`config.mk`:
```
export PLATFORM = sky130hd
export DESIGN_NAME = fifo_uart_tx
export DESIGN_NICKNAME = d
export VERILOG_FILES = /design/src/rtl/fifo_uart_tx.sv
export SDC_FILE = /design/constraint.sdc
export NUM_CORES = 1
export LEC_CHECK = 0
export ABC_AREA = 0
export BUFFER_PORTS_ARGS = -buffer_cell sky130_fd_sc_hd__clkbuf_2
export CAP_MARGIN = 5
export CORE_UTILIZATION = 55
export CTS_CLUSTER_DIAMETER = 200
export DETAILED_ROUTE_END_ITERATION = 7
export PLACE_DENSITY = 0.76
export SETUP_SLACK_MARGIN = 0.1
export SLEW_MARGIN = 10
export SYNTH_ARGS = -nofsm -noshare
export SYNTH_HDL_FRONTEND = slang
export SYNTH_SLANG_ARGS = --single-unit
```
`constraint.sdc`:
```
create_clock -name clk -period 2.2 [get_ports clk]
set_input_delay 0.22 -clock clk [delete_from_list [all_inputs] [get_ports clk]]
set_output_delay 0.22 -clock clk [all_outputs]
set_load 0.005 [all_outputs]
```
`src/rtl/fifo_uart_tx.sv`:
```
// rtl/fifo_uart_tx.sv - pops 16-bit words from an upstream FIFO and sends them as two 8N1 bytes, high byte first
module fifo_uart_tx #(
  parameter int unsigned CLKS_PER_BIT = 16
) (
  input  logic        clk,
  input  logic        rst,
  input  logic        en,
  input  logic        fifo_empty,
  input  logic [15:0] fifo_dout,
  input  logic        fifo_valid,
  output logic        fifo_rd,
  output logic        txd,
  output logic        busy,
  output logic [15:0] words_sent
);

  typedef enum logic [2:0] {IDLE, FETCH, START, DATA, STOP} state_t;

  localparam logic [15:0] BAUD_LAST = 16'(CLKS_PER_BIT - 1);

  state_t      state_q;
  logic        txd_q;
  logic        rd_q;
  logic        busy_q;
  logic [15:0] words_q;
  logic [15:0] baud_q;
  logic [2:0]  bit_q;
  logic        second_q;
  logic [15:0] shift_q;

  logic baud_done;
  assign baud_done = (baud_q == BAUD_LAST);

  always_ff @(posedge clk) begin
    if (rst) begin
      state_q  <= IDLE;
      txd_q    <= 1'b1;
      rd_q     <= 1'b0;
      busy_q   <= 1'b0;
      words_q  <= 16'h0000;
      baud_q   <= 16'h0000;
      bit_q    <= 3'd0;
      second_q <= 1'b0;
      shift_q  <= 16'h0000;
    end else begin
      rd_q <= 1'b0;
      case (state_q)
        IDLE: begin
          txd_q  <= 1'b1;
          baud_q <= 16'h0000;
          if (en && !fifo_empty) begin
            state_q <= FETCH;
            rd_q    <= 1'b1;
            busy_q  <= 1'b1;
          end
        end
        FETCH: begin
          // Bytes are swapped on capture so a plain LSB-first shift emits the high byte first.
          if (fifo_valid) begin
            shift_q  <= {fifo_dout[7:0], fifo_dout[15:8]};
            state_q  <= START;
            txd_q    <= 1'b0;
            baud_q   <= 16'h0000;
            bit_q    <= 3'd0;
            second_q <= 1'b0;
          end
        end
        START: begin
          if (baud_done) begin
            state_q <= DATA;
            baud_q  <= 16'h0000;
            txd_q   <= shift_q[0];
          end else begin
            baud_q <= baud_q + 16'd1;
          end
        end
        DATA: begin
          if (baud_done) begin
            baud_q  <= 16'h0000;
            shift_q <= {1'b0, shift_q[15:1]};
            if (bit_q == 3'd7) begin
              state_q <= STOP;
              bit_q   <= 3'd0;
              txd_q   <= 1'b1;
            end else begin
              bit_q <= bit_q + 3'd1;
              txd_q <= shift_q[1];
            end
          end else begin
            baud_q <= baud_q + 16'd1;
          end
        end
        STOP: begin
          if (baud_done) begin
            baud_q <= 16'h0000;
            if (!second_q) begin
              second_q <= 1'b1;
              state_q  <= START;
              txd_q    <= 1'b0;
            end else begin
              second_q <= 1'b0;
              state_q  <= IDLE;
              busy_q   <= 1'b0;
              words_q  <= words_q + 16'd1;
              txd_q    <= 1'b1;
            end
          end else begin
            baud_q <= baud_q + 16'd1;
          end
        end
        default: begin
          state_q <= IDLE;
          busy_q  <= 1'b0;
          txd_q   <= 1'b1;
        end
      endcase
    end
  end

  assign fifo_rd    = rd_q;
  assign txd        = txd_q;
  assign busy       = busy_q;
  assign words_sent = words_q;

endmodule
```
# ---- Word-level counts from Yosys, hierarchy flattened
# Cells that the tools add are included.
dict set report classes {
  add_sub_neg 3
  n_reduce_logical 16
  bitwise 2
  mux 33
  eq_ne 13
}
# cell count
set ops {}
lappend ops {{two-way mux 16 bit} 4}
lappend ops {{one-hot mux 16 bit (3 select lines)} 1}
lappend ops {{adder 16 x 1 -> 16 bit (second input constant)} 2}
lappend ops {{one-hot mux 16 bit (2 select lines)} 1}
lappend ops {{two-way mux 3 bit} 9}
lappend ops {{equality test 16 x 4 -> 1 bit (second input constant)} 1}
lappend ops {{one-hot mux 3 bit (5 select lines)} 1}
lappend ops {{!= test 2 bit (second input constant)} 7}
lappend ops {{two-way mux 1 bit} 12}
lappend ops {{AND reduction 3 bit} 3}
lappend ops {{AND reduction 4 bit} 2}
lappend ops {{equality test 3 x 2 -> 1 bit (second input constant)} 2}
lappend ops {{equality test 3 bit (second input constant)} 2}
lappend ops {{one-hot mux 3 bit (2 select lines)} 1}
lappend ops {{AND reduction 6 bit} 1}
lappend ops {{OR reduction 3 bit} 2}
lappend ops {{one-hot mux 1 bit (4 select lines)} 1}
lappend ops {{nonzero test 2 bit} 2}
lappend ops {{adder 3 x 1 -> 3 bit (second input constant)} 1}
lappend ops {{equality test 3 x 1 -> 1 bit (second input constant)} 1}
lappend ops {{logical NOT 3 bit} 1}
lappend ops {{one-hot mux 1 bit (3 select lines)} 1}
lappend ops {{nonzero test 3 bit} 1}
lappend ops {{two-way mux 2 bit} 1}
lappend ops {{other kinds (6)} 7}
dict set report totals {
  out_inout_bits 19
  in_bits 21
  reg_bits 58
  word_cells 76
}

# ---- Logic depth before layout (Yosys ltp)
dict set report depth {
  depth_word 4
  mapped_depth 8
}

# ---- Worst setup path before layout
# OpenSTA, ideal clock, no wires.
dict set report synth_path {
  path_kind {flip-flop to flip-flop}
  from {reg baud_q[0]}
  to {reg shift_q[10]}
  required_ps 2141
  path_slack_ps 200
  stages_incl_launch_ff 9
  arrival_time_ps 1941
  n_path_buf 3
  path_cell_list {dfxtp_1 -> ha_1 -> and3_1 -> buf_2 -> and4_1 -> clkbuf_1 -> nor3_1 -> buf_2 -> a221o_1}
}
dict set report synth_via {
  elab_chain_cells 3
}
# item line_no
set synth_rtl {}
lappend synth_rtl {{from (decl)} 26} ;# logic [15:0] baud_q;
lappend synth_rtl {{from (signal assigned)} 74} ;# baud_q <= baud_q + 16'd1;
lappend synth_rtl {{from (signal assigned)} 90} ;# baud_q <= baud_q + 16'd1;
lappend synth_rtl {{from (signal assigned)} 108} ;# baud_q <= baud_q + 16'd1;
lappend synth_rtl {{equality test 16 x 4 -> 1 bit} 32} ;# assign baud_done = (baud_q == BAUD_LAST);
lappend synth_rtl {{!= test 2 bit (no line)} --}
lappend synth_rtl {{AND reduction 3 bit (no line)} --}
lappend synth_rtl {{to (signal assigned)} 60} ;# shift_q <= {fifo_dout[7:0], fifo_dout[15:8]};
lappend synth_rtl {{to (signal assigned)} 80} ;# shift_q <= {1'b0, shift_q[15:1]};
lappend synth_rtl {{to (decl)} 29} ;# logic [15:0] shift_q;
# No other way between the ends.
# A chain may end at the register's enable or synchronous reset.

# ---- Worst setup path after layout
dict set report layout_path {
  from {reg baud_q[8]}
  to {reg baud_q[15]}
}
dict set report layout_via {
  elab_chain_cells 3
  elab_cells_between_ends 4
  cone_classes {add/sub (1); eq/ne (1); mux (2)}
}
# item line_no
set layout_rtl {}
lappend layout_rtl {{adder 16 x 1 -> 16 bit / equality test 16 x 4 -> 1 bit (equally long branches)} --}
lappend layout_rtl {{two-way mux 16 bit (*)} {69, 78, 94}}
lappend layout_rtl {{one-hot mux 16 bit (3 select lines) (*)} 47} ;# case (state_q)
# Mark *: on every way between the ends. The rest lies on a longest branch, timed or not.

==> results.yml <==
placement:
  port_buffers: 39
  dpl.cell_count: 476
  hpwl_um: 5070
  gp_congestion: 0.926
synth:
  synth.most_common_cell: "dfxtp_1"
  synth.area.top_cells: "dfxtp_1 (38%), a21oi_1 (6.4%), nand2_1 (6.4%), a221o_1 (5.2%), nand3_1 (2.9%)"
  syn_area_um2: 3070
  synth_cells: 372
  synth_edf_count: 0
  synth-main-ff-cell: "dfxtp_1"
  avgSynthCellArea_um2: 8.25
  synth_fp_nets: 397
  ys_ff_latch: 58
  yosysSeqAreaShare: 0.378
  netlist-cell-type-count: 51
  synth_common_cells: "dfxtp_1 (58), nand2_1 (52), a21oi_1 (39)"
  synth_warnings: 0
  synth_top_area_frac: 0.378
  async_flop_share: 0
  synth.largest_area_cell: "dfxtp_1"
die:
  core.rowCount: 26
  die-area_um2: 5880
  io_pins: 40
  start_util: 0.586
  fp.dieH_um: 76.7
  core_region_area_um2: 5240
  die_w_um: 76.7
routing:
  dr_total_vias: 3109
  viasPerCell: 6.31
  avgRoutedWirePerCell_um: 15.5
  drt-initial-drc-count: 276
  dr.pass1.iters: 7
  antenna_left: 0
  wl_um: 7650
  route.detailed.drc: 0
setup_path:
  timing.rr.start: "baud_q[8]$_SDFFE_PP0P_"
  critPathLaunch: "baud_q[8]$_SDFFE_PP0P_"
  cp_max_fo: 5
  worst-setup-path-type: "flop to flop"
  reg2reg_depth: 4
  required_ns: 2.47
  critPathCapture: "baud_q[15]$_SDFFE_PP0P_"
  end_kind: "flop"
  worst-r2r-setup-slack_ns: 0.15
  crit-reg2reg-capture: "baud_q[15]$_SDFFE_PP0P_"
  start_kind: "flop"
  cp_data_arrival_time_ns: 2.32
clocking:
  cts.clk_slew.worst_paths_ns: 0.07
  htreeDepth: 3
  ctsHoldBuffers: 0
  cts_buffer_depth: 2
  numCtsBuffers: 9
  cts_tree: "yes"
  clock-sinks: 58
  clock_latency_ns: 0.35
  ctsRootBufferMaster: "clkbuf_8"
global_routing:
  use_met3: 0.0595
  gr-usage-met1: 0.365
  track_usage: 0.273
  grt_antenna_before_repair: 0
  busiest_layer: "met2"
  grt_pass1_wl_um: 12900
  grt_max_degree: 29
  first_global_vias: 2786
  gr-total-overflow: 0
  grt_use_met2: 0.419
sta:
  final.min_clock_period_ns: 2.05
  final-max-slew-violation-count: 0
  tightest_slew_ns: 0.592
  rsz0062_at_grt: "no"
  setup_viol: 0
  final-hold-violation-count: 0
  fin_skew_ns: 0.00726
  setup-tns-final_ns: 0
  relSlewSlack: 0.595
  fmax_ghz: 0.488
  period_share: 0.932
power_and_ir_drop:
  p_per_area_nw_per_um2: 693
  p_int_mw: 1.87
  vdd_ir_drop_max_v: 0.000394
  p_total_mw: 2.54
  p_seq_frac: 0.472
  net-switching-power_mw: 0.676
  power_frac_comb: 0.128
  p_leak_nw: 1.34
  p_sw_frac: 0.266
  p_clk_frac: 0.400
run:
  cap_violations: 0
cells_and_area:
  layout.cells.non_filler: 493
  n_antenna_cell: 0
  area.growth.synth_to_final_pct: 19.7
  fin_nets: 443
  multi_input_area_um2: 1790
  fin_util: 0.701
  num-fill-cells: 417
  seq_area_um2: 1160
  drive_above_1_share: 0.234
hold_path:
  holdPathStages: 3
  hold_path.class: "input port to flop"
status:
  outcome: "complete, no violations"
==> cell usage in the layout, fill, tap and decap left out, drive strengths merged, types with 2 or more instances in the layout <==
cell type / n
a211oi: 4
o21bai: 3
o41ai: 4
and2: 4
buf: 23
and4: 5
ha: 4
nor2: 6
or2: 7
a31oi: 9
o211ai: 9
mux2i: 2
inv: 8
dfxtp: 58
clkbuf: 50
nor3b: 4
o21ai: 11
nand4: 10
nor4: 6
clkinv: 3
nand3b: 5
nand3: 18
xnor2: 3
o311ai: 6
xor2: 2
mux2: 2
a221o: 16
nor2b: 4
o31ai: 6
or3b: 2
and3: 4
or4: 8
a2111oi: 2
a21oi: 39
nand2: 52
nor3: 10
or3: 4
==> metrics by stage <==
step / setup WS [ns] / instance area (um^2) / hold slack, ns
3_5_place_dp: 0.158 / 3440 / 0.468
5_1_grt: 0.105 / 3670 / 0.107
6_report: 0.150 / 3670 / 0.105
2_1_floorplan: 0.200 / 3070 / 0.356
3_3_place_gp: 0.216 / 3440 / 0.457
4_1_cts: 0.117 / 3650 / 0.0979
==> cell families after synthesis <==
| kind of cell | synth area share |
|---|---|
| XOR/XNOR | 0.0143 |
| adder cells (fa/ha/maj) | 0.0163 |
| multiplexers | 0.0139 |
| buffers and inverters | 0.0440 |
| AND/OR/NAND/NOR | 0.278 |
| flip-flops | 0.378 |
| AO/OA/AOI/OAI | 0.255 |
==> how the worst min path moves through the flow <==
stage / startpoint / endpoint / slack [ns]
CTS: fifo_dout[7] / shift_q[15]$_SDFFE_PP0P_ / 0.1
finish: fifo_dout[7] / shift_q[15]$_SDFFE_PP0P_ / 0.11
floorplan: fifo_dout[7] / shift_q[15]$_SDFFE_PP0P_ / 0.36
detailed placement: fifo_dout[7] / shift_q[15]$_SDFFE_PP0P_ / 0.47
global placement: fifo_dout[7] / shift_q[15]$_SDFFE_PP0P_ / 0.46
global route: fifo_dout[7] / shift_q[15]$_SDFFE_PP0P_ / 0.11
==> final cells by class <==
cell class	instances	share of cell area
clock buffer	11	0.0412
multi-input combinational	279	0.488
clock inverter	5	0.0143
timing repair buffer	62	0.107
sequential	58	0.317
inverter	8	0.00818
tap	70	0.0239
==> repair_timing <==
item,4_1_cts,5_1_grt
buffers inserted,0,1
setup endpoints to repair,0,31
gates resized for setup,0,5
==> flip-flops by register name, indices dropped and copies added (netlist names) <==
name and cells:
baud_q 16, shift_q 16, words_sent 16, bit_q 3
state_q 3, busy 1, fifo_rd 1, second_q 1
txd 1
==> critical path, stage by stage (launching register included) <==
cell and delay (ns):
dfxtp_1 0.47, nand4_2 0.20, or4_4 0.56, or4_4 0.52, a211oi_2 0.22
==> power groups by stage <==
stage / clock [mW] / sequential [mW] / combinational (mW)
4_1_cts: 1.04 / 1.20 / 0.323
6_report: 1.02 / 1.20 / 0.325
3_3_place_gp: 0 / 1.22 / 0.311
2_1_floorplan: 0 / 1.20 / 0.235
3_5_place_dp: 0 / 1.22 / 0.320
5_1_grt: 1.09 / 1.21 / 0.361
==> per-layer routing <==
metal	part of all wire	vias up	routed length, um
met2	0.46	100	3510
met1	0.47	1485	3580
met4	0.018	0	138
met5	0	-	0
met3	0.055	15	424
li1	-	1509	-
No activity file was read; power rests on OpenSTA's default activity.
